===== config.mk =====
export PLATFORM = sky130hd
export DESIGN_NAME = core_scoreboard
export DESIGN_NICKNAME = d
export VERILOG_FILES = /design/src/rtl/core_pkg.sv /design/src/rtl/core_scoreboard.sv
export SDC_FILE = /design/constraint.sdc
export NUM_CORES = 1
export LEC_CHECK = 0
export ABC_AREA = 1
export CORE_ASPECT_RATIO = 0.7
export CORE_MARGIN = 5
export CORE_UTILIZATION = 58
export DETAILED_ROUTE_END_ITERATION = 12
export PLACE_DENSITY = 0.88
export SYNTH_ARGS = -nofsm -noshare
export SYNTH_HDL_FRONTEND = slang
export SYNTH_SLANG_ARGS = --single-unit

===== constraint.sdc =====
create_clock -name i_clk -period 4.6 [get_ports i_clk]
set_clock_uncertainty 0.2 [all_clocks]
set_input_delay 0.69 -clock i_clk [delete_from_list [all_inputs] [get_ports i_clk]]
set_output_delay 0.69 -clock i_clk [all_outputs]
set_load 0.01 [all_outputs]

===== src/rtl/core_pkg.sv =====
// -----------------------------------------------------------------------------
// core_pkg
// Shared types and helpers for the in-order core pipeline.
//   reg_idx_t           : architectural register index (x0..x31)
//   rd_src_e            : source of the value written back to rd
//   NUM_ARCH_REGS       : number of architectural integer registers
//   rd_src_forwardable  : 1 when the rd value can be forwarded to a dependent
//                         instruction the cycle after its producer issues
// -----------------------------------------------------------------------------
package core_pkg;

    typedef logic [4:0] reg_idx_t;

    typedef enum logic [1:0] {
        RD_FROM_ALU_RESULT  = 2'd0,
        RD_FROM_MEM_LOAD    = 2'd1,
        RD_FROM_NEXT_SEQ_PC = 2'd2,
        RD_FROM_CSR         = 2'd3
    } rd_src_e;

    localparam int NUM_ARCH_REGS = 32;

    function automatic logic rd_src_forwardable(input rd_src_e src);
        return (src == RD_FROM_ALU_RESULT) || (src == RD_FROM_NEXT_SEQ_PC);
    endfunction

endpackage


===== src/rtl/core_scoreboard.sv =====
// -----------------------------------------------------------------------------
// core_scoreboard
// Register-hazard scheduler sitting between decode and execute. Every
// architectural register with an in-flight writer is marked busy; decode is
// held off on an uncovered RAW hazard, on any WAW hazard, or when the number
// of pending writers reaches MAX_INFLIGHT.
//
// Ports:
//   i_clk, i_rst         clock, synchronous active-high reset
//   i_issue_*            instruction presented by decode (valid, sources, rd)
//   o_issue_ready        combinational; issue fires on valid && ready
//   i_wb_valid, i_wb_rd  writeback retiring a register write
//   i_flush              kill all in-flight instructions
//   o_busy               per-register pending bits (bit 0 always 0)
//   o_inflight           number of pending writers
//   o_wb_err             one-cycle pulse: writeback hit a non-busy register
// -----------------------------------------------------------------------------
module core_scoreboard
    import core_pkg::*;
#(
    parameter int MAX_INFLIGHT = 4,
    parameter int FWD_EN       = 1
) (
    input  logic                     i_clk,
    input  logic                     i_rst,
    input  logic                     i_issue_valid,
    input  reg_idx_t                 i_issue_rs1,
    input  logic                     i_issue_rs1_used,
    input  reg_idx_t                 i_issue_rs2,
    input  logic                     i_issue_rs2_used,
    input  logic                     i_issue_rd_we,
    input  reg_idx_t                 i_issue_rd,
    input  rd_src_e                  i_issue_rd_src,
    output logic                     o_issue_ready,
    input  logic                     i_wb_valid,
    input  reg_idx_t                 i_wb_rd,
    input  logic                     i_flush,
    output logic [NUM_ARCH_REGS-1:0] o_busy,
    output logic [3:0]               o_inflight,
    output logic                     o_wb_err
);

    localparam logic [3:0] INFLIGHT_MAX = 4'(MAX_INFLIGHT);

    logic [NUM_ARCH_REGS-1:0] busy;
    logic [NUM_ARCH_REGS-1:0] fwd_ok;
    logic [3:0]               inflight;

    logic [NUM_ARCH_REGS-1:0] wb_onehot;
    logic [NUM_ARCH_REGS-1:0] eff_busy;
    logic [NUM_ARCH_REGS-1:0] busy_nxt;
    logic [NUM_ARCH_REGS-1:0] fwd_ok_nxt;
    logic [3:0]               inflight_after_wb;
    logic [3:0]               inflight_nxt;
    logic                     wb_hit;
    logic                     wb_miss;
    logic                     raw1;
    logic                     raw2;
    logic                     waw;
    logic                     full;
    logic                     issue_ready;
    logic                     set_en;

    always_comb begin
        wb_onehot = '0;
        if (i_wb_valid) begin
            wb_onehot[i_wb_rd] = 1'b1;
        end
        // A register retiring this cycle no longer blocks the issuing instruction.
        eff_busy = busy & ~wb_onehot;

        wb_hit  = i_wb_valid && (i_wb_rd != '0) && busy[i_wb_rd];
        wb_miss = i_wb_valid && (i_wb_rd != '0) && !busy[i_wb_rd];

        raw1 = i_issue_rs1_used && (i_issue_rs1 != '0) &&
               eff_busy[i_issue_rs1] && !fwd_ok[i_issue_rs1];
        raw2 = i_issue_rs2_used && (i_issue_rs2 != '0) &&
               eff_busy[i_issue_rs2] && !fwd_ok[i_issue_rs2];
        // Forwarding covers reads only; a second writer must always wait.
        waw  = i_issue_rd_we && (i_issue_rd != '0) && eff_busy[i_issue_rd];

        inflight_after_wb = inflight - {3'b000, wb_hit};
        full              = (inflight_after_wb == INFLIGHT_MAX);

        issue_ready = !i_flush && !raw1 && !raw2 && !waw && !full;
        set_en      = i_issue_valid && issue_ready && i_issue_rd_we &&
                      (i_issue_rd != '0);

        busy_nxt   = busy;
        fwd_ok_nxt = fwd_ok;
        if (wb_hit) begin
            busy_nxt[i_wb_rd]   = 1'b0;
            fwd_ok_nxt[i_wb_rd] = 1'b0;
        end
        // Applied after the clear so a same-register issue wins over writeback.
        if (set_en) begin
            busy_nxt[i_issue_rd]   = 1'b1;
            fwd_ok_nxt[i_issue_rd] = (FWD_EN != 0) && rd_src_forwardable(i_issue_rd_src);
        end
        inflight_nxt = inflight_after_wb + {3'b000, set_en};
    end

    always_ff @(posedge i_clk) begin
        if (i_rst || i_flush) begin
            busy     <= '0;
            fwd_ok   <= '0;
            inflight <= '0;
        end else begin
            busy     <= busy_nxt;
            fwd_ok   <= fwd_ok_nxt;
            inflight <= inflight_nxt;
        end
    end

    // Writebacks to x0 are legal no-ops and never flagged.
    always_ff @(posedge i_clk) begin
        if (i_rst) begin
            o_wb_err <= 1'b0;
        end else begin
            o_wb_err <= wb_miss;
        end
    end

    assign o_issue_ready = issue_ready;
    assign o_busy        = busy;
    assign o_inflight    = inflight;

endmodule


==> impl_metrics.py <==
metrics = {
    "status": {
        "status": "finished, final reports clean",
    },
    "global_route": {
        "grt_max_degree": 63,
        "antenna_found_initial": 0,
        "use_met1_pct": 56.5,
        "grt_pass1_vias": 7248,
        "met3_usage_pct": 25.1,
        "gr-max-usage-layer": "met1",
        "grt_use_met2_pct": 54.8,
        "track_usage_pct": 42.0,
        "grt_pass1_wl_um": 40000,
        "grt_overflow": 0,
    },
    "finish": {
        "finalNonFillerCells": 1255,
        "final_common_cell": "nand3_1",
        "finalNetCount": 1157,
        "antenna_cells": 0,
        "n_fill_cell": 861,
        "final_layout_size_suffix_gt1_share_pct": 10.1,
        "fin_util_pct": 74.7,
        "area_delta_synth_final_pct": 23.8,
        "final_cell_mix": "nand3_1 (249), nand2_1 (235), a21oi_1 (122)",
    },
    "yosys": {
        "ys_warn_count": 0,
        "synth-compound-area-share_pct": 15.8,
        "syn_area_um2": 5930,
        "yosysSeqAreaShare_pct": 23.3,
        "synthAdderAreaFrac_pct": 0.843,
        "synth-xor-area-share_pct": 0.295,
        "syn_nets": 1073,
        "yosys.area_share.simple_pct": 50.3,
        "synth_mux_area_share_pct": 0,
        "synth_top_family_by_area": "simple AND/OR/NAND/NOR gates",
        "postSynthCellCount": 1039,
        "syn_area_per_cell_um2": 5.71,
        "synth-seq-cells": 69,
        "yosysUniqueCellTypes": 31,
    },
    "worst_hold_path": {
        "hold_path.class": "reg -> reg",
    },
    "clock_network": {
        "postCtsHoldBufs": 0,
        "root_buffer": "clkbuf_16",
        "clk_latency_ps": 350,
        "cts.path.max_buffers": 2,
        "clkSinkCount": 69,
        "clkTransAtPathRegs_ps": 60,
        "cts_tree": "yes",
        "cts_made_buffers": 9,
        "post_cts_buffers": 0,
        "htreeDepth": 3,
    },
    "die": {
        "die_w_um": 131,
        "die_h_um": 94.6,
        "dieArea_um2": 12400,
        "io_pins": 68,
        "rows": 30,
        "coreArea_um2": 9830,
        "start_util_pct": 60.3,
    },
    "pwr": {
        "power_density_nw_per_um2": 232,
        "ir_drop_mv": 0.181,
        "p_leak_nw": 2.81,
    },
    "route": {
        "viasPerCell": 6.64,
        "num_vias": 8328,
        "routed_wl_um": 26500,
        "wl_per_cell_um": 21.2,
        "drcViolationCount": 0,
        "postRouteAntennaNets": 0,
        "first_iter_violations": 1604,
        "firstDrtPassIters": 8,
    },
    "critical_path": {
        "cpPeakStageDelay_ps": 320,
        "crit_type": "in -> out",
        "endpoint_kind": "output port",
        "worstSetupStartpointType": "input pin",
        "crit_chain": "dlygate4sd2_1, inv_1, nor2_1, buf_6, a22oi_1, a21oi_1, or2_2, nor2_4, a21oi_2, ha_1, ha_1, or2_2, nand2_2, o41ai_1, buf_4, nor2_2, nand2_1, nor2_4, buf_6",
        "crit_buf_inv": 5,
        "critical_path.max_fanout": 10,
        "cpMaxStageDelayCell": "or2_2",
        "critPathArrivalTime_ps": 3570,
        "cp_top_family": "simple AND/OR/NAND/NOR gates",
        "worstPathRequired_ps": 3710,
    },
    "timing": {
        "fin_ws_ps": 138,
        "finalHoldViolCount": 0,
        "worstMarginPinSlew_ps": 1150,
        "timing.final.crit_share_pct": 97.0,
        "hold_ws_ps": 248,
        "post-route-min-period_ps": 4460,
        "setup_viol": 0,
        "final-max-slew-violation-count": 0,
        "fmax_mhz": 224,
        "relSlewSlack_pct": 23.1,
    },
    "placed_design": {
        "gp_congestion": 1.06,
        "place_inst": 1240,
        "portBuffers": 66,
        "preCtsSetupSlack_ps": -577,
        "place_hpwl_um": 18500,
    },
    "run": {
        "maxCapViolations": 0,
    },
}
==> state kept, by name, indices dropped and copies added (netlist names) <==
register    cells
fwd_ok         32
o_busy         32
o_inflight      4
o_wb_err        1
==> final cells by class <==
class / count / area (µm²) / area share [%]
Multi-Input combinational cell: 835 / 4040 / 55.0
Sequential cell: 69 / 1380 / 18.8
Timing Repair Buffer: 138 / 1200 / 16.3
Inverter: 70 / 263 / 3.58
Clock buffer: 11 / 233 / 3.17
Tap cell: 128 / 160 / 2.18
Clock inverter: 4 / 73.8 / 1.00
==> routing by layer <==
layer / vias to the layer above / part of all wire (%)
met3: 178 / 22
met2: 808 / 37
met4: 0 / 4.6
met1: 3653 / 37
met5: - / 0
li1: 3689 / -
==> cells in the mapped netlist <==
library cell,count,area [µm²]
nand2_2,1,6.26
buf_2,15,75.1
nor2_4,2,22.5
inv_1,64,240
inv_2,4,15.0
a22oi_1,16,120
a31oi_1,1,6.26
nor2_1,98,368
buf_4,8,60.1
o21ai_0,28,140
xnor2_1,1,8.76
nand3_1,249,1250
nor2_2,3,18.8
xor2_1,1,8.76
o41ai_1,1,8.76
nand2_1,236,886
and2_1,12,75.1
buf_6,1,11.3
a211oi_1,1,7.51
nand4_1,11,68.8
nor3_1,5,25.0
nand3b_1,30,225
o2111ai_1,1,8.76
a21oi_1,123,616
clkbuf_1,35,131
dfxtp_1,69,1380
ha_1,4,50.1
o211ai_1,4,30.0
or2_2,7,43.8
buf_1,6,22.5
clkinv_1,2,7.51
==> cells by family (layout without fill, tap and decap cells) <==
group / Yosys count / after routing
AOI/OAI and AO/OA: 175 / 175
buffers and inverters: 135 / 223
and+or+nand+nor: 654 / 654
DFF: 69 / 69
adders and majority gates: 4 / 4
xor gates and xnor gates: 2 / 2
==> through the flow <==
stage	TNS, ps	instance area [µm²]	power [mW]
final	0	7350	1.71
after global routing	-4.17	7350	1.74
after CTS	0	7310	1.67
after detailed placement	-18840	7000	0.935
after global placement	-14650	7000	0.933
after floorplan	0	5930	0.799
==> worst min-delay path, delay by kind of cell (launching register included) <==
family / cells / cell delay [ps]
flops: 1 / 320
buf+inv: 1 / 50
simple gates: 1 / 30
==> power breakdown <==
part,internal (mW),switching [mW]
Combinational,0.105,0.245
Sequential,0.599,0.000815
Clock,0.472,0.283
==> path summary, 6_finish.rpt <==
path	start	end	slack, ps	depth (start not counted)
max	i_wb_rd[1]	o_issue_ready	140	19
min	fwd_ok[0]	fwd_ok[0]	250	2
max reg2reg	o_busy[23]	o_busy[3]	660	17
min reg2reg	fwd_ok[0]	fwd_ok[0]	250	2
==> repair_timing <==
action                                  4_1_cts  5_1_grt
resized for setup                            10       14
pin swaps                                     0        1
endpoints found under the setup margin        5       30
gates cloned                                  0        0
hold endpoints to repair                      0        0
No activity file was read; power rests on OpenSTA's default activity.
